$ cat src/rtl/fetch_stage_pkg.sv
// Shared core definitions for the fetch stage: data width, the bubble
// instruction, and the rs1/rs2 field positions inside an RV32I instruction.
// Holds no logic. It is imported by fetch_stage and if_id_reg.
package fetch_stage_pkg;

  localparam int unsigned XLEN     = 32;
  localparam int unsigned REG_W    = 5;
  localparam int unsigned RS1_LSB  = 15;
  localparam int unsigned RS2_LSB  = 20;

  // addi x0,x0,0
  localparam logic [XLEN-1:0] NOP_INST = 32'h0000_0013;

  // Extract a 5-bit register specifier starting at bit lsb.
  function automatic logic [REG_W-1:0] reg_field(input logic [XLEN-1:0] inst,
                                                 input int unsigned     lsb);
    return inst[lsb +: REG_W];
  endfunction

endpackage

$ cat src/rtl/fetch_stage_if_id_reg.sv
// if_id_reg: IF/ID pipeline register carrying {pc, inst, valid}.
// Ports: clk/rst (async active-high); hold_i keeps the contents; flush_i loads a
// bubble (NOP, valid=0) but still records pc_i; pc_i/inst_i feed the register, and *_o return its contents.
module if_id_reg
  import fetch_stage_pkg::*;
#(
  parameter logic [XLEN-1:0] NOP = NOP_INST
) (
  input  logic            clk,
  input  logic            rst,
  input  logic            hold_i,
  input  logic            flush_i,
  input  logic [XLEN-1:0] pc_i,
  input  logic [XLEN-1:0] inst_i,
  output logic [XLEN-1:0] pc_o,
  output logic [XLEN-1:0] inst_o,
  output logic            valid_o
);

  logic [XLEN-1:0] pc_q, pc_d;
  logic [XLEN-1:0] inst_q, inst_d;
  logic            valid_q, valid_d;

  // flush takes priority over hold
  always_comb begin
    pc_d    = pc_q;
    inst_d  = inst_q;
    valid_d = valid_q;
    if (flush_i) begin
      pc_d    = pc_i;
      inst_d  = NOP;
      valid_d = 1'b0;
    end else if (!hold_i) begin
      pc_d    = pc_i;
      inst_d  = inst_i;
      valid_d = 1'b1;
    end
  end

  always_ff @(posedge clk or posedge rst) begin
    if (rst) begin
      pc_q    <= '0;
      inst_q  <= NOP;
      valid_q <= 1'b0;
    end else begin
      pc_q    <= pc_d;
      inst_q  <= inst_d;
      valid_q <= valid_d;
    end
  end

  assign pc_o    = pc_q;
  assign inst_o  = inst_q;
  assign valid_o = valid_q;

endmodule

$ cat src/rtl/fetch_stage.sv
// fetch_stage: IF stage and IF/ID register of the RV32I core. It owns the PC and reads imem combinationally.
// Ports: clk, rst (async active-high); stall/flush/branch_target come from the hazard unit and EX; imem_addr/imem_rdata form the fetch port;
// pc, IF_ID_* hold the pipeline state, IF_ID_RegisterRs1/Rs2 go to the hazard unit, and stall_count/flush_count are saturating counters.
module fetch_stage
  import fetch_stage_pkg::*;
#(
  parameter logic [31:0] RESET_PC = 32'h0000_0000,
  parameter logic [31:0] NOP_INST = fetch_stage_pkg::NOP_INST,
  parameter int unsigned CNT_W    = 32
) (
  input  logic             clk,
  input  logic             rst,
  input  logic             stall,
  input  logic             flush,
  input  logic [31:0]      branch_target,
  output logic [31:0]      imem_addr,
  input  logic [31:0]      imem_rdata,
  output logic [31:0]      pc,
  output logic [31:0]      IF_ID_pc,
  output logic [31:0]      IF_ID_inst,
  output logic             IF_ID_valid,
  output logic [4:0]       IF_ID_RegisterRs1,
  output logic [4:0]       IF_ID_RegisterRs2,
  output logic [CNT_W-1:0] stall_count,
  output logic [CNT_W-1:0] flush_count
);

  logic [31:0]      pc_q, pc_d;
  logic [CNT_W-1:0] stall_cnt_q, stall_cnt_d;
  logic [CNT_W-1:0] flush_cnt_q, flush_cnt_d;
  logic             stall_eff;

  // A redirect overrides a simultaneous load-use stall.
  assign stall_eff = stall & ~flush;

  always_comb begin
    pc_d        = pc_q;
    stall_cnt_d = stall_cnt_q;
    flush_cnt_d = flush_cnt_q;
    if (flush) begin
      pc_d = branch_target & ~32'h3;
      if (flush_cnt_q != '1) flush_cnt_d = flush_cnt_q + 1'b1;
    end else if (stall) begin
      if (stall_cnt_q != '1) stall_cnt_d = stall_cnt_q + 1'b1;
    end else begin
      pc_d = pc_q + 32'd4;
    end
  end

  always_ff @(posedge clk or posedge rst) begin
    if (rst) begin
      pc_q        <= RESET_PC;
      stall_cnt_q <= '0;
      flush_cnt_q <= '0;
    end else begin
      pc_q        <= pc_d;
      stall_cnt_q <= stall_cnt_d;
      flush_cnt_q <= flush_cnt_d;
    end
  end

  if_id_reg #(.NOP(NOP_INST)) u_if_id (
    .clk     (clk),
    .rst     (rst),
    .hold_i  (stall_eff),
    .flush_i (flush),
    .pc_i    (pc_q),
    .inst_i  (imem_rdata),
    .pc_o    (IF_ID_pc),
    .inst_o  (IF_ID_inst),
    .valid_o (IF_ID_valid)
  );

  // Decoded even for bubbles. The NOP yields x0/x0, so a bubble can never trigger a stall.
  assign IF_ID_RegisterRs1 = reg_field(IF_ID_inst, RS1_LSB);
  assign IF_ID_RegisterRs2 = reg_field(IF_ID_inst, RS2_LSB);

  assign imem_addr   = pc_q;
  assign pc          = pc_q;
  assign stall_count = stall_cnt_q;
  assign flush_count = flush_cnt_q;

endmodule

$ cat config.mk
export PLATFORM = sky130hd
export DESIGN_NAME = fetch_stage
export DESIGN_NICKNAME = d
export VERILOG_FILES = /design/src/rtl/fetch_stage_pkg.sv /design/src/rtl/fetch_stage_if_id_reg.sv /design/src/rtl/fetch_stage.sv
export SDC_FILE = /design/constraint.sdc
export NUM_CORES = 1
export LEC_CHECK = 0
export BUFFER_PORTS_ARGS = -buffer_cell sky130_fd_sc_hd__buf_2
export CAP_MARGIN = 30
export CORE_MARGIN = 3
export CORE_UTILIZATION = 35
export DETAILED_ROUTE_END_ITERATION = 16
export PLACE_DENSITY = 0.69
export SYNTH_ARGS = -nofsm -noshare
export SYNTH_HDL_FRONTEND = slang
export SYNTH_SLANG_ARGS = --single-unit
$ cat constraint.sdc
create_clock -name clk -period 5.6 [get_ports clk]
set_input_delay 0.56 -clock clk [delete_from_list [all_inputs] [get_ports clk]]
set_output_delay 0.56 -clock clk [all_outputs]
set_load 0.05 [all_outputs]
=== After elaboration in Yosys (flattened, before gate mapping) ===
Cells that the tools add are included.

* Register bits: 161
* Word-level logic and storage cells: 25
* Memories kept: 0
* Memory bits (read-only): 0
* Bits in latches: 0
* Output and inout bits: 203
* RAM bits: 0

* Shifts and indexed selects: 0
* Add/subtract/negate cells: 3
* Equal/unequal tests: 4
* Bitwise operators: 2
* Multiply operators: 0
* Mux-type cells: 8
* Div/mod/pow operators: 0
* Reduce and logical (&&, ||, !) cells: 2
* Magnitude comparators: 0

{| class="wikitable"
|+ Operators by type and width
! cell !! number
|-
| 32-bit two-way mux || 6
|-
| 32-bit by 1-bit adder with 32-bit output, second input constant || 2
|-
| 32-bit inequality test, second input constant || 2
|-
| 32-bit by 3-bit adder with 32-bit output, second input constant || 1
|-
| 3-bit AND reduction || 1
|-
| 1-bit two-way mux || 2
|-
| 2-bit by 1-bit inequality test with 1-bit output, second input constant || 1
|-
| 2-bit inequality test, second input constant || 1
|-
| 2-bit AND reduction || 1
|-
| 1-bit AND || 1
|-
| 1-bit NOT || 1
|}

=== Depth between registers and ports, before layout ===
Gate-level depths: netlist (run 1).

* Depth after elaboration: 4
* Mapped depth: 7

=== By module ===
A second synthesis (run 1) with hierarchy kept.

* Cells, all modules: 701
* Area, all modules: 7775.0 um2

{| class="wikitable"
|+ Modules (own cells, without submodules)
! module !! area each (um2) !! instances !! seq. area each (um2) !! cells an instance
|-
| fetch_stage || 5106.1 || 1 || 2352.3 || 524
|-
| if_id_reg || 2668.8 || 1 || 1630.3 || 177
|}

=== Worst setup path after synthesis (run 1) ===
No wires, ideal clock.

* Path kind: flip-flop to flip-flop
* Start: register flush_cnt_q[24], in the netlist flush_count[24]
* End: register flush_cnt_q[1], in the netlist flush_count[1]
* Stages on the path, launching flop included: 7
* Slack: 3.134 ns
* Arrival: 2.342 ns
* Clock period less this slack: 2.466 ns
* Required time: 5.475 ns
* Buffers on the path: 1
* Path through: dfrtp_1 > nand4_1 > or4_4 > or3_1 > buf_2 > nand2_2 > mux2_2

* Word-level cells in the longest chain between the ends: 2

{| class="wikitable"
|+ RTL lines
! item !! line !! text
|-
| start: declaration || fetch_stage.sv:30 || <nowiki>logic [CNT_W-1:0] flush_cnt_q, flush_cnt_d;</nowiki>
|-
| start signal: assignment || fetch_stage.sv:58 || <nowiki>flush_cnt_q <= flush_cnt_d;</nowiki>
|-
| 32-bit inequality test || fetch_stage.sv:42 || <nowiki>if (flush_cnt_q != '1) flush_cnt_d = flush_cnt_q + 1'b1;</nowiki>
|-
| 2-bit AND reduction (no line) || - ||
|}

No other way between the ends.
A chain may end at the register's enable or synchronous reset.

=== Worst setup path in the final report (run 1) ===
* Start: input port stall
* End: register stall_cnt_q[27], in the netlist stall_count[27]

* Word-level cells in the longest chain between the ends: 1

{| class="wikitable"
|+ RTL lines
! item !! line !! text
|-
| start: declaration || fetch_stage.sv:13 || <nowiki>input logic stall,</nowiki>
|-
| 3-bit AND reduction (no line) || - ||
|-
| end signal: assignment || fetch_stage.sv:57 || <nowiki>stall_cnt_q <= stall_cnt_d;</nowiki>
|-
| end: declaration || fetch_stage.sv:29 || <nowiki>logic [CNT_W-1:0] stall_cnt_q, stall_cnt_d;</nowiki>
|}

No other way between the ends.

==> results of run 1 <==
==> cell families (layout without fill, tap and decap cells) <==
| group | after synthesis | count (layout) | synth area share (%) |
|---|---|---|---|
| other cells | 1 | 7 | 0.0497 |
| xor+xnor | 87 | 87 | 10.1 |
| flops | 157 | 157 | 52.1 |
| compound gates | 45 | 45 | 3.77 |
| simple gates | 344 | 344 | 21.9 |
| buf+inv | 82 | 310 | 6.45 |
| fa+ha+maj | 3 | 3 | 0.498 |
| mux | 38 | 38 | 5.13 |
==> registers in the layout, summed over array words and instances (netlist names) <==
register and flops:
u_if_id.inst_o 32, stall_count 32, u_if_id.pc_o 30, flush_count 32, u_if_id.valid_o 1, imem_addr 30
==> layout by cell type, fill, tap and decap left out, types with 5 or more instances in the layout <==
master,netlist,routed
a21oi_1,5,5
and3_1,8,8
and4_1,6,6
buf_2,5,261
buf_4,46,7
bufinv_16,0,5
clkbuf_16,0,17
conb_1,1,6
dfrtp_1,154,154
inv_1,8,7
mux2_2,5,5
mux2i_1,33,33
nand2_1,150,150
nand3_1,29,29
nand4_1,36,36
nor2_1,58,58
nor3_1,19,19
nor4_1,10,10
o21ai_0,32,32
xnor2_1,27,27
xor2_1,60,60
==> path summary, 6_finish.rpt <==
| path | startpoint | to | slack, ns | cells past startpoint |
|---|---|---|---|---|
| max in group asynchronous | rst | u_if_id.inst_o[5] | 4.08 | 4 |
| worst max-delay path | stall | stall_count[27] | 2.83 | 7 |
| worst min register to register | u_if_id.pc_o[20] | u_if_id.pc_o[20] | 0.46 | 2 |
| worst max register to register | imem_addr[5] | imem_addr[22] | 3.13 | 5 |
| min in group clk | branch_target[21] | imem_addr[21] | 0.35 | 3 |
| worst min-delay path | rst | u_if_id.inst_o[22] | 0.12 | 2 |
==> power groups by stage <==
stage                     Clock (mW)  Sequential, mW  Combinational (mW)
final                           1.30            1.38               0.872
after CTS                       1.33            1.38               0.878
after global placement             0            1.39               0.867
after global routing            1.38            1.40               0.920
after detailed placement           0            1.40               0.877
after floorplan                    0            1.74               0.324
==> metal layers <==
layer | vias to the layer above | GRT usage (%)
met5 | - | 0
met4 | 2 | 6.41
met3 | 30 | 4.40
met2 | 242 | 28.9
met1 | 2969 | 22.0
li1 | 2951 | -
==> cell type report <==
type                            instances  area (sq um)  share of cell area, %
Clock inverter                         12           206                   2.17
Clock buffer                           20           447                   4.70
Sequential cell                       157          3930                   41.4
Antenna cell                            1          2.50                 0.0263
Timing Repair Buffer                  269          1390                   14.6
Inverter                                9          38.8                  0.408
Tap cell                              275           344                   3.62
Multi-Input combinational cell        523          3150                   33.1
==> critical path: stages <==
cell and delay (ns):
buf_2 0.33, buf_4 0.53, nand4b_1 0.26, or4_4 0.61, a2111oi_4 0.49, nand2_1 0.13
xnor2_1 0.14
==> summary.txt, run 1 <==
Outcome
  • Outcome: finished, final reports clean

Drt
  • Via density: a little under 5
  • Top sig layer: met5
  • Wirelength per Cell: 16.2 um
  • Met2 wire length: 9760 um
  • Post-Route WL: 20,500 um
  • Met3 WL: ~1400 um
  • First-pass iteration count of the detailed router: 4
  • DRT iter0 DRCs: 306
  • Vias post-DR: 6,194
  • Drt drc: 0
  • Wl on met1: 8850 um
  • Post-route ant nets: 0

Timing
  • Actual slew at the worst max-slew pin: 0.942 ns
  • Worst clock skew: 0.0127 ns
  • Setup_tns: 0 ns
  • Max-slew violations: 0
  • Tcrit/Tclk final: 49.5%
  • Final min period: 2.77 ns
  • Final setup fails: 0
  • Worst Hold Slack: 0.119 ns
  • Final Hold Fails: 0
  • Fmax: 361 MHz
  • Setup ws final: approximately 2.8 ns
  • Max_slew headroom: a little under two fifths
  • RSZ-0062 raised after global routing: no

Power
  • Internal power: 2.25 mW
  • Switching pwr: approximately 1.3 mW
  • Pwr per Cell Area: approximately 370 mW/mm^2
  • Net Sw Frac: between 30 and 40%
  • Final Total Pwr: 3.56 mW
  • Seq pwr share: 38.8%
  • Gate power share: 24.5%
  • VDD IR max: 0.195 mV
  • Leakage Power: 4.96 nW
  • Clock power frac: 36.6%

Final layout
  • Post-route core utilization: 45.1%
  • Design area: 0.00951 sq mm
  • Layout cells sized above 1: between 30% and 40%
  • Final Instance Count excl. Fillers: 1,266
  • Filler cells: 2,034
  • Nets: between 1,000 and 1,500
  • Layout area overhead: 26.0%

Die
  • Die area: 0.0233 sq mm
  • Core area: 0.0211 sq mm
  • Die width: 153 um
  • Initial Util: 35.8%
  • # IOs: 271
  • Core Rows: 53
  • Die height: 153 um

Global routing
  • GRT Util Overall: about 17%
  • Largest net degree at the start of global routing: roughly 100
  • Vias in the first global route: 6,069
  • Initial antenna violation count: 2
  • Gr ovfl total: 0
  • First-pass GRT wire length: roughly 33,000 um

CTS
  • CTS Hold Bufs: 0
  • Worst-path clk slew: about 0.060 ns
  • Longest Clk Path Bufs: 2
  • Clock Tree Root: clkbuf_16
  • TritonCTS Buffers: 17
  • CTS tree: built
  • Sink Count: 157
  • Setup Buffers After CTS: 0
  • H-tree depth: 4
  • Worst-skew pair later-pin latency: 0.42 ns
  • Post-cts resize count: 0

Setup path
  • Worst setup SP type: input port
  • WP data arrival: 3.07 ns
  • Critical Path RT: 5.90 ns
  • Crit end category: register
  • CP max FO: 32
  • Worst Setup Path Type: input port to register

Place
  • Final RePlAce weighted congestion: 0.824
  • DP HPWL: between 10,000 and 15,000 um
  • PortBufs: 262
  • Dpl ws: 2.39 ns
  • Placed cells: 1,232
  • Dpl cell area: between 0.008 and 0.009 sq mm

Logic synthesis
  • Yosys top cell area share: 51.1%
  • Number of synthesis warnings: 0
  • Mean post-synth cell area: 9.96 sq um
  • FF+latch count, synth: 157
  • Share of flip-flops with an asynchronous set or reset: 100%
  • Number of flops mapped to enable cells by yosys: 0
  • Cell count after synthesis: 757
  • Mapped cell area: 0.00754 sq mm
  • Main area contributors after synthesis: dfrtp_1 51%, nand2_1 7.5%, xor2_1 7.0%, buf_4 4.6%, mux2i_1 4.4%
  • Synth area leader: dfrtp_1
  • Post-synthesis sequential area ratio: 52.1%
  • Synth cell count leaders: 154 x dfrtp_1, 150 x nand2_1, 60 x xor2_1
  • Cell with the most instances after synthesis: dfrtp_1
  • Ys flop type: dfrtp_1
  • Synth unique cells: 46

Flow run
  • # Max-Cap Violations: 0

Min path
  • Hold Path Class: input port to asynchronous set/reset pin
No activity file was read; power rests on OpenSTA's default activity.
==> run 2: changes to the inputs <==
Settings changed: ABC_AREA from default to 1, PLACE_DENSITY 0.69 to 0.67.
Clock period 5.6 ns to 2.8 ns, I/O delays scaled along.
==> summary.txt, run 2 <==
Outcome
  • Outcome: finished, final reports clean

Place
  • Final RePlAce weighted congestion: 0.914 (+11%)
  • Dpl cell area: 0.0102 sq mm (+16%)
  • DP HPWL: 19,600 um (+36%)
  • PortBufs: 262 (unchanged)
  • Dpl ws: 0.730 ns (-1.66 ns)

Global routing
  • Initial antenna violation count: 1 (-1)
  • Largest net degree at the start of global routing: 105 (+0.96%)
  • Vias in the first global route: 7,922 (+31%)
  • GRT Util Overall: 19.3% (+1.9 points)
  • First-pass GRT wire length: 41,900 um (+28%)
  • Gr ovfl total: 0 (unchanged)

Setup path
  • Crit path from: flush_count[0]
  • Crit end category: register
  • Crit path max-delay cell type: dfrtp_1
  • Critical Path RT: 3.16 ns (-2.74 ns)
  • Flop-to-flop setup slack: 0.72 ns (-2.41 ns)
  • Critical path endpoint: flush_count[2]
  • CP max stage delay: 0.44 ns (-0.17 ns)
  • R2R cell count: 9 (+4)
  • CP max FO: 29 (-9.4%)
  • R2r startpoint: flush_count[0]
  • Worst Setup Path Type: register to register
  • Worst r2r dst: flush_count[2]
  • Worst setup SP type: register
  • WP data arrival: 2.44 ns (-0.63 ns)
  • Cells along the critical path: ha_1 > inv_1 > nor2_4 > nand2_2 > nor2_4 > nand2_1 > nand2_2 > o21ai_0 > nand2_1

Logic synthesis
  • Simple-Gate Fraction of Synth Area: 35.9% (+14 points)
  • Main combinational cell family by area after synthesis: simple AND/OR/NAND/NOR gates
  • Compound-Gate Fraction of Synth Area: 8.01% (+4.2 points)
  • Post-synthesis mux area share: 0% (-5.1 points)
  • Number of synthesis warnings: 0 (unchanged)
  • FF+latch count, synth: 157 (unchanged)
  • Share of flip-flops with an asynchronous set or reset: 100% (unchanged)
  • Synth cell count leaders: 519 x nand2_1, 154 x dfrtp_1, 141 x nor2_1
  • Ys flop type: dfrtp_1
  • XOR/XNOR Fraction of Synth Area: 2.26% (-7.8 points)
  • Post-synthesis sequential area ratio: 44.1% (-8.0 points)
  • Number of flops mapped to enable cells by yosys: 0 (unchanged)
  • Synth area leader: dfrtp_1
  • Cell with the most instances after synthesis: nand2_1
  • Synth Area in Adders: 0.421% (-0.077 points)
  • Main area contributors after synthesis: dfrtp_1 43%, nand2_1 22%, nor2_1 5.9%, buf_4 4.0%, nand3b_1 3.3%
  • Mean post-synth cell area: 7.32 sq um (-27%)
  • Cell count after synthesis: 1,218 (+61%)
  • Mapped cell area: 0.00891 sq mm (+18%)
  • Yosys top cell area share: 43.2% (-7.9 points)
  • Synth unique cells: 40 (-13%)

CTS
  • Worst-skew pair later-pin latency: 0.43 ns (about the same)
  • CTS Hold Bufs: 1 (+1)
  • Setup Buffers After CTS: 0 (unchanged)
  • Longest Clk Path Bufs: 2 (unchanged)
  • Clock Tree Root: clkbuf_16
  • Post-cts resize count: 0 (unchanged)
  • H-tree depth: 4 (unchanged)
  • Sink Count: 157 (unchanged)
  • TritonCTS Buffers: 17 (unchanged)
  • CTS tree: built
  • Worst-path clk slew: 0.07 ns (about the same)

Drt
  • Post-Route WL: 26,600 um (+30%)
  • Post-route ant nets: 0 (unchanged)
  • Drt drc: 0 (unchanged)
  • Via density: 4.81 (-1.7%)
  • Wirelength per Cell: 15.0 um (-7.3%)
  • Vias post-DR: 8,537 (+38%)
  • DRT iter0 DRCs: 531 (+74%)
  • First-pass iteration count of the detailed router: 5 (+1)

Timing
  • Setup_tns: 0 ns (unchanged)
  • RSZ-0062 raised after global routing: no
  • Actual slew at the worst max-slew pin: 0.659 ns (-0.284 ns)
  • Setup ws final: 0.719 ns (-2.11 ns)
  • Fmax: 481 MHz
  • Max-slew violations: 0 (unchanged)
  • Final setup fails: 0 (unchanged)
  • Final min period: 2.08 ns
  • Tcrit/Tclk final: between 70% and 80%
  • Max_slew headroom: 56.0% (+19 points)
  • Final Hold Fails: 0 (unchanged)
  • Worst clock skew: 0.0143 ns (+0.00162 ns)

Final layout
  • Most frequent cells in the layout: 519 x nand2_1, 262 x buf_2, 154 x dfrtp_1, 141 x nor2_1, 73 x inv_1
  • Design area: 0.0108 sq mm (+14%)
  • Layout area overhead: 21.2%
  • Post-route core utilization: 43.8% (-1.3 points)
  • Nets: 1,507 (+44%)
  • Commonest non-fill, non-tap cell in the layout: nand2_1
  • Layout cells sized above 1: 22.6% (-9.7 points)

Power
  • Net Sw Frac: 41.2% (+4.5 points)
  • Leakage Power: 5.62 nW (+13%)
  • Final Total Pwr: 6.93 mW (+95%)
  • Seq pwr share: 39.4% (+0.6 points)
  • Switching pwr: 2.85 mW (+120%)
  • Internal power: 4.07 mW (+81%)
  • Pwr per Cell Area: 641 mW/mm^2 (+71%)
  • Gate power share: 27.3% (+2.8 points)
  • VDD IR max: 0.583 mV (+200%)
  • Clock power frac: 33.3% (-3.3 points)

Die
  • Core area: 0.0247 sq mm (+17%)
  • Core Rows: 57 (+7.5%)
  • Die area: 0.0274 sq mm (+17%)
  • Die height: 166 um (+8.4%)
  • Die width: 166 um (+8.4%)
  • Initial Util: 36.1% (+0.36 points)
  • # IOs: 271 (unchanged)

Min path
  • Hold Path Class: input port to register

Flow run
  • # Max-Cap Violations: 0 (unchanged)
## run 2: metrics by stage
stage	hold WS, ns	instances
finish	0.0624	1775
global route	0.0423	1774
CTS	0.0381	1773
detailed placement	0.245	1740
global placement	0.246	1740
floorplan	0.397	1223
## run 2: routing by layer
metal  track usage (%)  share of wire (%)  routed length (um)  up-vias
met2              29.7                 46               12200      278
met3              4.07                6.9                1850       43
met4              7.30                2.5                 678        0
li1                  -                  -                   -     4258
met5                 0                  0                   0        -
met1              26.7                 45               11900     3958
## run 2: power groups by stage
stage	sequential [mW]	combinational, mW	clock, mW
6_report	2.73	1.89	2.30
4_1_cts	2.73	1.92	2.37
3_3_place_gp	2.76	1.89	0
2_1_floorplan	3.44	0.801	0
3_5_place_dp	2.77	1.91	0
5_1_grt	2.77	2.03	2.47
## run 2: area by class of cell
| class | count | area [sq um] |
|---|---|---|
| fill | 2583 | 13900 |
| multi-input combinational | 909 | 4180 |
| sequential | 157 | 3930 |
| timing repair buffer | 273 | 1410 |
| clock buffer | 18 | 429 |
| tap | 324 | 405 |
| inverter | 78 | 299 |
| clock inverter | 14 | 146 |
| antenna | 2 | 5.00 |
## run 2: worst min path at each step
stage | from | endpoint | slack, ns | cells after the start
2_1_floorplan | branch_target[12] | imem_addr[12] | 0.40 | 2
3_3_place_gp | rst | stall_count[0] | 0.25 | 2
3_5_place_dp | rst | stall_count[0] | 0.25 | 2
4_1_cts | imem_rdata[20] | u_if_id.inst_o[20] | 0.04 | 2
5_1_grt | imem_rdata[17] | u_if_id.inst_o[17] | 0.04 | 2
6_report | imem_rdata[17] | u_if_id.inst_o[17] | 0.06 | 2
## run 2: cell families (layout without fill, tap and decap cells)
logic type	after synthesis	in the layout
AO/OA/AOI/OAI	110	110
XOR/XNOR	23	23
adder cells (fa/ha/maj)	3	3
buffers and inverters	157	383
flip-flops	157	157
other	1	8
AND/OR/NAND/NOR	767	767
## run 2: worst max-delay path: cells and delay by family, from the launching register on
family                     cells  cell delay, ns
AOI/OAI and AO/OA              1            0.17
DFF                            1            0.44
buffers and inverters          1            0.10
and+or+nand+nor                6            1.05
adders and majority gates      1            0.25
==> run 3: changes to the inputs <==
Clock period 2.8 ns to 2.1 ns, I/O delays scaled along.
==> summary.txt, run 3 (synthesized netlist as in run 2, its figures left out) <==
Outcome
  • Outcome: finished, final reports clean

Die
  • Die height: 166 um (unchanged)
  • Die area: 0.0274 sq mm (unchanged)
  • Die width: 166 um (unchanged)
  • Core Rows: 57 (unchanged)
  • # IOs: 271 (unchanged)
  • Initial Util: 36.1% (unchanged)
  • Core area: 0.0247 sq mm (unchanged)

Setup path
  • CP max FO: 25 (-14%)
  • Crit end category: register
  • WP data arrival: 2.21 ns (-0.23 ns)
  • Critical Path RT: 2.41 ns (-0.75 ns)
  • Worst setup SP type: register
  • Worst Setup Path Type: register to register

Global routing
  • First-pass GRT wire length: 43,700 um (+4.2%)
  • Largest net degree at the start of global routing: 100 (-4.8%)
  • Vias in the first global route: 8,194 (+3.4%)
  • GRT Util Overall: 20.1% (+0.79 points)
  • Gr ovfl total: 0 (unchanged)
  • Initial antenna violation count: 0 (-1)

Timing
  • Worst clock skew: 0.0116 ns (-0.00275 ns)
  • Max_slew headroom: 56.5% (+0.44 points)
  • RSZ-0062 raised after global routing: no
  • Tcrit/Tclk final: 90.3% (+16 points)
  • Final min period: 1.90 ns (-0.185 ns)
  • Fmax: 527 MHz (+9.7%)
  • Final setup fails: 0 (unchanged)
  • Actual slew at the worst max-slew pin: 0.653 ns (-0.00570 ns)
  • Final Hold Fails: 0 (unchanged)
  • Max-slew violations: 0 (unchanged)

Drt
  • Post-route ant nets: 0 (unchanged)
  • Vias post-DR: 8,780 (+2.8%)
  • Met2 wire length: 13,200 um (+7.5%)
  • DRT iter0 DRCs: 622 (+17%)
  • Met3 WL: 1930 um (+4.4%)
  • Top sig layer: met4
  • Drt drc: 0 (unchanged)
  • Via density: 4.79 (-0.35%)
  • Wl on met1: 12,200 um (+2.9%)
  • Post-Route WL: 27,800 um (+4.3%)
  • Wirelength per Cell: 15.2 um (+1.1%)
  • First-pass iteration count of the detailed router: 5 (unchanged)

CTS
  • H-tree depth: 4 (unchanged)
  • Clock Tree Root: clkbuf_16
  • CTS tree: built
  • Worst-skew pair later-pin latency: 0.44 ns (about the same)
  • Worst-path clk slew: 0.07 ns (about the same)
  • Longest Clk Path Bufs: 2 (unchanged)
  • Sink Count: 157 (unchanged)
  • Setup Buffers After CTS: 0 (unchanged)
  • TritonCTS Buffers: 17 (unchanged)

Power
  • Pwr per Cell Area: 823 mW/mm^2 (+28%)
  • Leakage Power: 5.89 nW (+4.8%)
  • VDD IR max: 0.682 mV (+17%)

Final layout
  • Layout cells sized above 1: 22.8% (+0.19 points)
  • Post-route core utilization: 46.3% (+2.5 points)
  • Filler cells: 2,527 (-2.2%)
  • Design area: 0.0114 sq mm (+5.7%)
  • Commonest non-fill, non-tap cell in the layout: nand2_1
  • Nets: 1,565 (+3.8%)
  • Layout area overhead: 28.1%
  • Most frequent cells in the layout: 519 x nand2_1, 262 x buf_2, 154 x dfrtp_1, 138 x nor2_1, 73 x inv_1

Place
  • DP HPWL: 20,100 um (+2.4%)
  • Final RePlAce weighted congestion: 0.920 (+0.57%)
  • PortBufs: 262 (unchanged)
  • Dpl cell area: 0.0104 sq mm (+1.6%)

Flow run
  • # Max-Cap Violations: 0 (unchanged)

Min path
  • Hold Path Class: input port to register
run 3: changes by cell type in the layout (fill, tap and decap cells not counted), sizes merged:
cell	previous run	this run
buf	272	285
bufinv	0	1
clkinv	5	3
clkinvlp	2	4
diode	2	1
dlygate4sd3	1	46
inv	85	84
run 3: repair_timing:
action | CTS | global route
hold endpoints to repair | 103 | 0
endpoints found under the setup margin | 0 | 3
hold buffers | 46 | 0
resized for setup | 0 | 3
run 3: final timing paths:
kind	startpoint	endpoint	slack, ns	depth (start not counted)
setup / recovery	stall_count[0]	stall_count[19]	0.20	10
hold / removal	imem_rdata[28]	u_if_id.inst_o[28]	0.03	2
setup reg to reg	stall_count[0]	stall_count[19]	0.20	10
hold reg to reg	u_if_id.pc_o[3]	u_if_id.pc_o[3]	0.48	2
max in group asynchronous	rst	u_if_id.inst_o[31]	1.06	4
min in group asynchronous	rst	stall_count[4]	0.46	4
run 3: cell type report:
type	instances	area [sq um]	area share [%]
Antenna cell	1	2.50	0.0219
Clock buffer	18	429	3.76
Clock inverter	14	150	1.31
Inverter	78	299	2.62
Multi-Input combinational cell	909	4190	36.6
Sequential cell	157	3930	34.4
Tap cell	324	405	3.55
Timing Repair Buffer	331	2020	17.7
run 3: where the power goes:
group / switching, mW / total, mW / internal, mW
combinational: 2.01 / 2.63 / 0.625
clock: 1.45 / 3.13 / 1.68
sequential: 0.340 / 3.64 / 3.30
run 3: critical path, stage by stage, from the launching register on:
cell	delay, ns
dfrtp_1	0.44
ha_1	0.31
inv_2	0.07
nor2_4	0.19
nand2_4	0.10
nor2_8	0.15
nand3_4	0.10
nand2_8	0.13
inv_4	0.14
nand2_1	0.09
nand2_1	0.06
run 3: through the flow:
stage	power [mW]	instances	TNS, ns	setup slack [ns]	hold slack, ns
after floorplan	5.66	1223	-14.54	-0.0944	0.327
after global placement	6.23	1753	0	0.271	0.386
after detailed placement	6.27	1753	0	0.224	0.374
after CTS	9.49	1831	0	0.198	0.00341
after global routing	9.81	1831	0	0.0271	0.0189
final	9.40	1832	0	0.204	0.0254
run 3: per-layer routing:
metal / vias to the layer above / track usage, %
met3: 34 / 4.02
li1: 4346 / -
met4: 0 / 6.81
met5: - / 0
met2: 291 / 31.8
met1: 4109 / 27.5
